--- config.mk ---
export PLATFORM = sky130hd
export DESIGN_NAME = ascon_round_fsm
export DESIGN_NICKNAME = d
export VERILOG_FILES = /design/src/rtl/ascon_round_fsm.sv
export SDC_FILE = /design/constraint.sdc
export NUM_CORES = 1
export LEC_CHECK = 0
export ABC_AREA = 0
export BUFFER_PORTS_ARGS = -buffer_cell sky130_fd_sc_hd__clkbuf_2
export CELL_PAD_IN_SITES_DETAIL_PLACEMENT = 0
export CELL_PAD_IN_SITES_GLOBAL_PLACEMENT = 1
export CORE_ASPECT_RATIO = 1.4
export CORE_MARGIN = 8
export CORE_UTILIZATION = 30
export CTS_BUF_LIST = sky130_fd_sc_hd__clkbuf_4
export CTS_CLUSTER_DIAMETER = 100
export CTS_CLUSTER_SIZE = 25
export DETAILED_ROUTE_END_ITERATION = 10
export PLACE_DENSITY = 0.8
export SYNTH_ARGS = -nofsm -noshare
export SYNTH_HDL_FRONTEND = slang
export SYNTH_SLANG_ARGS = --single-unit
--- constraint.sdc ---
create_clock -name clock_i -period 1.8 [get_ports clock_i]
set_input_delay 0.54 -clock clock_i [delete_from_list [all_inputs] [get_ports clock_i]]
set_output_delay 0.54 -clock clock_i [all_outputs]
set_load 0.05 [all_outputs]
--- src/rtl/ascon_round_fsm.sv ---
// ASCON-128 control FSM: sequences init, one AD block, N plaintext blocks and finalisation,
// driving the round counter strobes and the state-register/XOR controls.
module ascon_round_fsm #(
    parameter logic [3:0]  LAST_RND = 4'd11,
    parameter logic [3:0]  PB_FIRST = 4'd6,
    parameter int unsigned BLK_W    = 8
) (
    input  logic             clock_i,
    input  logic             resetb_i,
    input  logic             start_i,
    input  logic             data_valid_i,
    input  logic             last_block_i,
    input  logic [3:0]       cpt_i,
    output logic             en_round_o,
    output logic             init_a_o,
    output logic             init_b_o,
    output logic             load_state_o,
    output logic             en_state_o,
    output logic             xor_data_begin_o,
    output logic             xor_key_begin_o,
    output logic             xor_key_end_o,
    output logic             xor_lsb_end_o,
    output logic             cipher_valid_o,
    output logic             tag_valid_o,
    output logic             done_o,
    output logic             busy_o,
    output logic [BLK_W-1:0] blk_cnt_o
);

    typedef enum logic [3:0] {
        StIdle,
        StConfInit,
        StInitRnd,
        StWaitAd,
        StAdRnd,
        StWaitPt,
        StPtRnd,
        StFinRnd,
        StTag
    } state_e;

    state_e           state_q, state_d;
    logic [BLK_W-1:0] blk_cnt_q, blk_cnt_d;

    always_ff @(posedge clock_i or negedge resetb_i) begin
        if (!resetb_i) begin
            state_q   <= StIdle;
            blk_cnt_q <= '0;
        end else begin
            state_q   <= state_d;
            blk_cnt_q <= blk_cnt_d;
        end
    end

    always_comb begin
        state_d          = state_q;
        blk_cnt_d        = blk_cnt_q;
        en_round_o       = 1'b0;
        init_a_o         = 1'b0;
        init_b_o         = 1'b0;
        load_state_o     = 1'b0;
        en_state_o       = 1'b0;
        xor_data_begin_o = 1'b0;
        xor_key_begin_o  = 1'b0;
        xor_key_end_o    = 1'b0;
        xor_lsb_end_o    = 1'b0;
        cipher_valid_o   = 1'b0;
        tag_valid_o      = 1'b0;
        done_o           = 1'b0;
        busy_o           = (state_q != StIdle);

        unique case (state_q)
            StIdle: begin
                if (start_i) begin
                    state_d   = StConfInit;
                    blk_cnt_d = '0;
                end
            end
            StConfInit: begin
                en_round_o   = 1'b1;
                init_a_o     = 1'b1;
                load_state_o = 1'b1;
                state_d      = StInitRnd;
            end
            StInitRnd: begin
                en_round_o = 1'b1;
                en_state_o = 1'b1;
                if (cpt_i >= LAST_RND) begin
                    xor_key_end_o = 1'b1;
                    state_d       = StWaitAd;
                end
            end
            StWaitAd: begin
                if (data_valid_i) begin
                    en_round_o = 1'b1;
                    init_b_o   = 1'b1;
                    state_d    = StAdRnd;
                end
            end
            StAdRnd: begin
                en_round_o = 1'b1;
                en_state_o = 1'b1;
                if (cpt_i == PB_FIRST) begin
                    xor_data_begin_o = 1'b1;
                end
                if (cpt_i >= LAST_RND) begin
                    xor_lsb_end_o = 1'b1;
                    state_d       = StWaitPt;
                end
            end
            StWaitPt: begin
                if (data_valid_i) begin
                    en_round_o = 1'b1;
                    if (blk_cnt_q != '1) begin
                        blk_cnt_d = blk_cnt_q + BLK_W'(1);
                    end
                    // Last block goes straight into the 12-round finalisation.
                    if (last_block_i) begin
                        init_a_o = 1'b1;
                        state_d  = StFinRnd;
                    end else begin
                        init_b_o = 1'b1;
                        state_d  = StPtRnd;
                    end
                end
            end
            StPtRnd: begin
                en_round_o = 1'b1;
                en_state_o = 1'b1;
                if (cpt_i == PB_FIRST) begin
                    xor_data_begin_o = 1'b1;
                    cipher_valid_o   = 1'b1;
                end
                if (cpt_i >= LAST_RND) begin
                    state_d = StWaitPt;
                end
            end
            StFinRnd: begin
                en_round_o = 1'b1;
                en_state_o = 1'b1;
                if (cpt_i == 4'd0) begin
                    xor_data_begin_o = 1'b1;
                    xor_key_begin_o  = 1'b1;
                    cipher_valid_o   = 1'b1;
                end
                if (cpt_i >= LAST_RND) begin
                    xor_key_end_o = 1'b1;
                    state_d       = StTag;
                end
            end
            StTag: begin
                tag_valid_o = 1'b1;
                done_o      = 1'b1;
                state_d     = StIdle;
            end
            default: begin
                state_d = StIdle;
            end
        endcase
    end

    assign blk_cnt_o = blk_cnt_q;

endmodule

==> summary.txt, run 1 <==
Status
  • Status: finished with violations
  • Failing checks: negative setup slack

Logic synthesis
  • Post-synthesis sequential area ratio: 0.340
  • Synthesized area: 883 sq um
  • Largest family of logic cells by synthesized area: simple AND/OR/NAND/NOR gates
  • Yosys warning count: 0
  • Dominant cell type by area after synthesis: dfrtp_1
  • Top cells by area, synth: dfrtp_1 (34%), a21oi_1 (4.5%), a31oi_1 (3.5%)
  • EDFF count, synth: 0
  • Synth top cells by count: dfrtp_1 (12), a21oi_1 (8), nand2_1 (8)
  • Count leader, synth: dfrtp_1
  • Async set-reset flop share out of synthesis: 1.00
  • Synth Register Bits: 12
  • Ys flop type: dfrtp_1
  • Synth top area share: 0.340
  • Syn_area_per_cell: 8.33 sq um
  • Post-synthesis adder-cell area fraction: 0.0142
  • Post-Synth XOR/XNOR Area: 0.00992
  • Compound-Gate Fraction of Synth Area: 0.242
  • Mapped Nets: 116
  • Simple-gate share of the synthesized area: 0.322
  • Multiplexer area fraction after synthesis: 0.0113
  • Instance count of the mapped netlist: 106
  • Synth unique cells: 41

GRT
  • GRT Util Overall: 0.124
  • Vias in the first global route: 1071
  • Largest net degree at the start of global routing: 13
  • First-pass GRT wire length: 4850 um
  • Initial antenna violation count: 0
  • Total global routing overflow: 0

Finish
  • Register area: 303 sq um
  • Area grow syn2layout: 91.6%
  • Share of cells above drive strength 1: 0.563
  • Nets: 178
  • Diodes inserted: 0
  • Filler cell count: 248
  • Area of the multi-input gates: 677 sq um

Drt
  • Avg WL per Cell: 14.8 um
  • 1st-iter DRT viols: 25
  • Vias per inst: 5.24
  • WL final: 3010 um
  • DRC: 0
  • Vias after detailed routing: 1069
  • Post-route ant nets: 0
  • First-pass detailed-route iteration total: 4

Placed design
  • Input/output buffers: 29
  • Routability cong.: 0.785
  • HPWL after DPL: 2190 um
  • DP Worst Slack: -0.253 ns

Timing
  • Final setup margin: -0.369 ns
  • Endpoints failing hold: 0
  • Fmax: 461 MHz
  • Final Cycle Share: 1.21
  • Final setup fails: 21
  • Fin crit period: 2.17 ns
  • Final setup TNS: -4.23 ns
  • Least-Margin Pin Slew: 0.334 ns
  • Setup Skew: 0.00180 ns
  • Count of pins over their slew limit: 0
  • RSZ-0062 raised after global routing: yes
  • Relative slew slack: 0.777

CTS
  • Clock Sinks: 12
  • Clk root buf: clkbuf_4
  • Worst-path clk slew: 0.08 ns
  • Clock buffer depth: 2
  • CTS tree: built
  • H-tree Lvls: 1
  • Clk_lat worst skew: 0.27 ns
  • CTS Buf Count: 3

Pwr
  • Pwr Density: 1700 nW/um^2
  • Logic pwr share: 0.773
  • Max VDD drop: 1300 uV
  • Pint: 0.00147 W
  • Switching Share: 0.489
  • Sequential power share: 0.165
  • Sw Pwr: 0.00140 W
  • P_leak: 0.726 nW
  • Clock power frac: 0.062

Worst setup path
  • CP max FO: 4
  • RR Endpoint: blk_cnt_o[7]
  • Critical path class: flip-flop to primary output
  • Worst-path cell chain: nand2b_4, or3_4, a21oi_4, and2_4, buf_12
  • Launching element type of the critical path: flip-flop
  • Worst reg2reg path depth: 6
  • CP Capture Point: cipher_valid_o
  • CP startpoint: state_q[3]
  • Worst Path Required: 1.26 ns
  • CP peak stage delay: 0.43 ns
  • Crit path DAT: 1.63 ns
  • Flop-to-flop setup slack: -0.12 ns
  • Crit. End Element: primary output
  • Worst path slowest cell: dfrtp_1
  • R2R Path Start: state_q[2]

Floorplanning
  • Rows: 23
  • IO Count: 30
  • Core ar.: 2850 sq um
  • Initial Util: 0.310
  • Die W: 61.9 um
  • Die Area: 4960 sq um
  • Die Ht: 80.2 um

Run
  • Max capacitance violation total: 0

Hold path
  • Min-delay worst type: primary input to async pin
flip-flops by register name (all words and copies together), names as in the netlist:
signal,flops
state_q,4
blk_cnt_o,8
worst min-delay path by stage:
| stage | from | end | slack (ns) |
|---|---|---|---|
| 5_1_grt | resetb_i | blk_cnt_o[5] | 0.16 |
| 6_report | resetb_i | blk_cnt_o[5] | 0.14 |
| 3_3_place_gp | resetb_i | blk_cnt_o[5] | 0.44 |
| 3_5_place_dp | resetb_i | blk_cnt_o[5] | 0.45 |
| 4_1_cts | resetb_i | blk_cnt_o[7] | 0.15 |
| 2_1_floorplan | resetb_i | blk_cnt_o[0] | 0.24 |
logic make-up (layout without fill, tap and decap cells):
kind of cell / after synthesis / after routing
muxes: 1 / 1
buffers and inverters: 12 / 73
adders and majority gates: 1 / 1
xor gates and xnor gates: 1 / 1
and+or+nand+nor: 48 / 48
AOI/OAI and AO/OA: 31 / 31
DFF: 12 / 12
per-stage QoR:
step                cell area [sq um]  power, W  std cells  hold slack (ns)   util
floorplan                        1040   0.00171        106            0.244      -
global placement                 1510   0.00237        189            0.440  0.530
detailed placement               1510   0.00240        189            0.451  0.530
CTS                              1600   0.00267        197            0.148  0.562
global route                     1690   0.00303        204            0.160  0.594
finish                           1690   0.00287        204            0.144  0.594
critical path: cells and delay by family, from the launching register on:
family	cells	cell delay (ns)
AO/OA/AOI/OAI	1	0.13
flip-flops	1	0.43
buffers and inverters	1	0.13
AND/OR/NAND/NOR	3	0.67
layout by cell type, fill, tap and decap left out, drive strengths merged, types with 4 or more instances in the layout:
cell / count
buf: 46
clkbuf: 20
dfrtp: 12
nand2: 8
a21oi: 8
nor3: 6
inv: 6
nand2b: 6
nor2: 6
nand3: 5
a31oi: 5
o21ai: 4
layer usage:
metal,GRT usage,vias up,share of wire
met5,0,-,0
met4,0.0389,0,0.0070
met3,0.0351,4,0.079
met2,0.215,48,0.52
met1,0.138,505,0.40
li1,-,512,-
final cells by class:
cell class | instances | share of cell area
Clock buffer | 3 | 0.0133
Clock inverter | 1 | 0.00222
Tap cell | 37 | 0.0273
Timing Repair Buffer | 63 | 0.365
Multi-Input combinational cell | 82 | 0.400
Sequential cell | 12 | 0.179
Inverter | 6 | 0.0133
power groups by stage:
stage                     Sequential, W  Combinational [W]  Clock (W)
after global placement         0.000462            0.00190          0
after CTS                      0.000466            0.00201   0.000186
after global routing           0.000483            0.00235   0.000198
after floorplan                0.000587            0.00112          0
final                          0.000474            0.00222   0.000179
after detailed placement       0.000469            0.00193          0
timing repair:
| action | 4_1_cts | 5_1_grt |
|---|---|---|
| resized for setup | 9 | 12 |
| endpoints found under the hold margin | 0 | 0 |
| setup buffers | 4 | 8 |
| setup endpoints to repair | 13 | 21 |
| hold buffers | 0 | 0 |
| pin swaps | 10 | 9 |
Power figures use the tool's default switching activity.
==> run 2: changes to the inputs <==
--- a/config.mk
+++ b/config.mk
@@ -11,11 +11,11 @@
 export CELL_PAD_IN_SITES_GLOBAL_PLACEMENT = 1
 export CORE_ASPECT_RATIO = 1.4
-export CORE_MARGIN = 8
-export CORE_UTILIZATION = 30
+export CORE_MARGIN = 2
+export CORE_UTILIZATION = 33
 export CTS_BUF_LIST = sky130_fd_sc_hd__clkbuf_4
 export CTS_CLUSTER_DIAMETER = 100
 export CTS_CLUSTER_SIZE = 25
 export DETAILED_ROUTE_END_ITERATION = 10
-export PLACE_DENSITY = 0.8
+export PLACE_DENSITY = 0.86
 export SYNTH_ARGS = -nofsm -noshare
 export SYNTH_HDL_FRONTEND = slang
==> constraint.sdc (replaced) <==
create_clock -name clock_i -period 1.8 [get_ports clock_i]
set_input_delay 0.09 -clock clock_i [delete_from_list [all_inputs] [get_ports clock_i]]
set_output_delay 0.09 -clock clock_i [all_outputs]
set_load 0.05 [all_outputs]
==> summary.txt, run 2 (synthesized netlist as in run 1, its figures left out) <==
Status
  • Status: completed

CTS
  • Worst-path clk slew: 0.07 ns
  • Clock Sinks: 12
  • Clock buffer depth: 2
  • Clk root buf: clkbuf_4
  • Post-CTS setup repair buffer count: 0
  • H-tree Lvls: 1
  • CTS Buf Count: 3
  • CTS tree: built
  • Clk_lat worst skew: 0.27 ns

Finish
  • Register area: 304 sq um
  • Share of cells above drive strength 1: 0.426
  • Nets: 153
  • Area of the multi-input gates: 611 sq um
  • Design area: 1240 sq um
  • Area grow syn2layout: 39.9%
  • Most frequent cells in the layout: clkbuf_2 (27), dfrtp_1 (9), nand2_1 (8), buf_4 (8)
  • Most common cell after layout, fill and taps aside: clkbuf_2
  • Largest register FFs: 8
  • Final core occ: 0.478
  • Filler cell count: 272
  • Diodes inserted: 0

GRT
  • Total global routing overflow: 0
  • Vias in the first global route: 914
  • Met1 GRT Util: 0.205
  • Initial antenna violation count: 0
  • Gr busiest metal: met2
  • First-pass GRT wire length: 3950 um
  • Grt met3 use: 0.0357
  • GRT met2 Usage: 0.295
  • GRT Util Overall: 0.172
  • Largest net degree at the start of global routing: 13

Hold path
  • Min-delay worst type: primary input to flip-flop
  • Min-Delay Startpoint: data_valid_i

Worst setup path
  • Launching element type of the critical path: flip-flop
  • Crit path DAT: 1.63 ns
  • Critical path class: flip-flop to primary output
  • Flop-to-flop setup slack: 0.16 ns
  • RR Endpoint: blk_cnt_o[1]
  • Worst path slowest cell: dfrtp_1
  • R2R Path Start: state_q[2]
  • CP Capture Point: cipher_valid_o
  • CP peak stage delay: 0.43 ns
  • CP max FO: 6
  • Crit. End Element: primary output
  • CP startpoint: state_q[3]
  • Worst-path cell chain: nand2b_4, or3_4, a21oi_4, and2_2, buf_8
  • Worst Path Required: 1.71 ns
  • Worst reg2reg path depth: 3

Pwr
  • Pint: 0.000944 W
  • Logic pwr share: 0.695
  • Max VDD drop: 1030 uV
  • P_leak: 0.532 nW
  • Sw Pwr: 0.00117 W
  • Switching Share: 0.554
  • Tot Pwr: 0.00212 W
  • Sequential power share: 0.228
  • Clock power frac: 0.077
  • Pwr Density: 1710 nW/um^2

Timing
  • Endpoints failing hold: 0
  • Final Cycle Share: 0.954
  • RSZ-0062 raised after global routing: no
  • Least-Margin Pin Slew: 0.485 ns
  • Final setup TNS: 0 ns
  • Final setup margin: 0.0819 ns
  • Relative slew slack: 0.675
  • Setup Skew: 0.00298 ns
  • Fin crit period: 1.72 ns
  • Final setup fails: 0
  • Fmax: 582 MHz
  • Count of pins over their slew limit: 0

Drt
  • Vias per inst: 5.29
  • DRC: 0
  • Vias after detailed routing: 937
  • WL final: 2310 um
  • First-pass detailed-route iteration total: 4
  • Avg WL per Cell: 13.0 um
  • Post-route ant nets: 0
  • 1st-iter DRT viols: 25

Placed design
  • HPWL after DPL: 1840 um
  • Area after DPL: 1170 sq um
  • DP Worst Slack: 0.170 ns
  • Input/output buffers: 29
  • Routability cong.: 0.816

Floorplanning
  • IO Count: 30
  • Initial Util: 0.341
  • Core ar.: 2590 sq um
  • Rows: 22
  • Die Area: 3110 sq um
  • Die Ht: 65.2 um
  • Die W: 47.7 um

Run
  • Max capacitance violation total: 0
[run 2: area by class of cell]
cell class	count	share of cell area
inverter	6	0.0182
tap	36	0.0364
multi-input combinational	82	0.494
sequential	12	0.246
timing repair buffer	38	0.187
clock buffer	3	0.0182
[run 2: worst min-delay path by stage]
stage	depth (start not counted)	to	slack, ns
floorplan	0	blk_cnt_o[0]	-0.21
global placement	1	blk_cnt_o[6]	-0.006
detailed placement	1	blk_cnt_o[7]	-0.00008
CTS	3	state_q[2]	0.14
global route	3	state_q[2]	0.18
finish	3	state_q[2]	0.18
[run 2: power by group through the flow]
stage | logic, W | registers (W) | clock network [W]
final | 0.00147 | 0.000483 | 0.000163
after global routing | 0.00158 | 0.000497 | 0.000191
after CTS | 0.00145 | 0.000466 | 0.000170
after detailed placement | 0.00144 | 0.000468 | 0
after global placement | 0.00143 | 0.000465 | 0
after floorplan | 0.000991 | 0.000574 | 0
[run 2: critical path: cells and delay by family (launching register included)]
family,cells,cell delay (ns)
and+or+nand+nor,3,0.67
DFF,1,0.43
buffers and inverters,1,0.14
AOI/OAI and AO/OA,1,0.12
[run 2: layer usage]
layer | share of wire | up-vias
met1 | 0.43 | 443
met4 | 0.013 | 0
met3 | 0.054 | 4
li1 | - | 459
met2 | 0.51 | 31
met5 | 0 | -
[run 2: timing repair]
item                       CTS  global route
resized for setup            3            10
hold buffers                 1             0
hold endpoints to repair    12             0
pin swaps                    0             1
setup endpoints to repair    2             6
[run 2: per-stage QoR]
stage | instances | hold WS, ns
2_1_floorplan | 106 | -0.206
3_3_place_gp | 173 | -0.00603
3_5_place_dp | 173 | -0.0000801
4_1_cts | 177 | 0.145
5_1_grt | 177 | 0.182
6_report | 177 | 0.178
==> run 3: changes to the inputs <==
Settings changed: CORE_UTILIZATION 33 to 32, CTS_BUF_LIST sky130_fd_sc_hd__clkbuf_4 to unset, PLACE_DENSITY 0.86 to 0.84.
==> summary.txt, run 3 (synthesized netlist as in run 1, its figures left out) <==
Finish
  • Diodes inserted: 0
  • Nets: 155
  • Share of cells above drive strength 1: 0.417
  • Final non-filler cell total: 180
  • Area grow syn2layout: 43.1%
  • Largest register FFs: 8
  • Most common cell after layout, fill and taps aside: clkbuf_2
  • Most frequent cells in the layout: clkbuf_2 (27), dfrtp_1 (11), buf_4 (10), nand2_1 (8)

Floorplanning
  • Core ar.: 2620 sq um
  • Die Area: 3200 sq um
  • Die W: 48.4 um
  • Rows: 22
  • Initial Util: 0.338
  • Die Ht: 66.2 um
  • IO Count: 30

Drt
  • Avg WL per Cell: 13.2 um
  • DRC: 0
  • Post-route ant nets: 0
  • Vias after detailed routing: 956
  • Vias per inst: 5.31
  • WL final: 2380 um
  • First-pass detailed-route iteration total: 5
  • 1st-iter DRT viols: 19

Timing
  • Fmax: 583 MHz
  • Final Cycle Share: 0.954
  • Final setup margin: 0.0833 ns
  • Relative slew slack: 0.705
  • Setup Skew: 0.00744 ns
  • Endpoints failing hold: 0
  • Least-Margin Pin Slew: 0.441 ns
  • Count of pins over their slew limit: 0
  • Final setup fails: 0
  • RSZ-0062 raised after global routing: yes
  • Fin crit period: 1.72 ns

CTS
  • H-tree Lvls: 1
  • Clock Sinks: 12
  • CTS Buf Count: 3
  • Clk_lat worst skew: 0.28 ns
  • Clk root buf: clkbuf_4
  • Worst-path clk slew: 0.08 ns
  • Clock buffer depth: 2
  • CTS tree: built

Pwr
  • Pwr Density: 1740 nW/um^2
  • P_leak: 0.551 nW
  • Max VDD drop: 1460 uV

Hold path
  • Min-delay worst type: primary input to flip-flop

GRT
  • GRT Util Overall: 0.166
  • First-pass GRT wire length: 4220 um
  • Largest net degree at the start of global routing: 15
  • Initial antenna violation count: 0
  • Vias in the first global route: 931
  • Total global routing overflow: 0

Worst setup path
  • CP max FO: 10
  • Launching element type of the critical path: flip-flop
  • Critical path class: flip-flop to primary output
  • Crit. End Element: primary output
  • Crit path DAT: 1.63 ns
  • Worst Path Required: 1.71 ns

Placed design
  • Input/output buffers: 29
  • DP Worst Slack: 0.183 ns
  • HPWL after DPL: 1740 um
  • Inst Count DP: 172
  • Routability cong.: 0.810

Status
  • Status: completed

Run
  • Max capacitance violation total: 0
run 3: area by class of cell:
cell class,instances,area (sq um)
timing repair buffer,40,250
clock buffer,4,36.3
inverter,6,22.5
tap,36,45.0
multi-input combinational,82,608
sequential,12,302
fill,253,1350
run 3: path summary, 6_finish.rpt:
kind                       slack [ns]    startpoint            to  cells after the start
max                              0.08    state_q[2]    en_round_o                      5
min reg2reg                      0.54  blk_cnt_o[6]  blk_cnt_o[6]                      1
min in group asynchronous        0.23      resetb_i  blk_cnt_o[3]                      2
max reg2reg                      0.11    state_q[1]  blk_cnt_o[7]                      5
min                              0.15  data_valid_i    state_q[2]                      3
max in group asynchronous        1.29      resetb_i    state_q[2]                      2
run 3: per-stage QoR:
step | hold slack, ns | util | TNS, ns | area [sq um] | power [W]
floorplan | -0.206 | - | -1.00 | 950 | 0.00157
global placement | -0.00923 | 0.444 | 0 | 1160 | 0.00186
detailed placement | 0.000888 | 0.444 | 0 | 1160 | 0.00188
CTS | 0.132 | 0.472 | 0 | 1230 | 0.00216
global route | 0.148 | 0.483 | -0.00791 | 1260 | 0.00237
finish | 0.150 | 0.483 | 0 | 1260 | 0.00220
run 3: critical path: stages, from the launching register on:
cell      delay (ns)
dfrtp_2         0.48
buf_8           0.17
nand2b_1        0.16
a21oi_1         0.23
a211oi_1        0.11
buf_4           0.20
run 3: what timing repair did:
| item | in CTS | in global routing |
|---|---|---|
| hold endpoints to repair | 12 | 0 |
| buffers inserted | 2 | 1 |
| gates resized for setup | 4 | 6 |
| hold buffers | 1 | 0 |
| pin swaps | 0 | 1 |
| endpoints found under the setup margin | 2 | 4 |
run 3: power by group:
| part | leakage [nW] | total [W] | internal, W | switching (W) |
|---|---|---|---|---|
| clock | 0.0210 | 0.000221 | 0.000123 | 0.0000982 |
| combinational | 0.373 | 0.00152 | 0.000532 | 0.000986 |
| sequential | 0.157 | 0.000462 | 0.000350 | 0.000112 |
run 3: routing by layer:
metal  global-route usage  up-vias  part of all wire
met5                    0        -                 0
met4               0.0786        0             0.012
met3               0.0271        4             0.055
met2                0.286       35              0.49
met1                0.202      455              0.44
li1                     -      462                 -
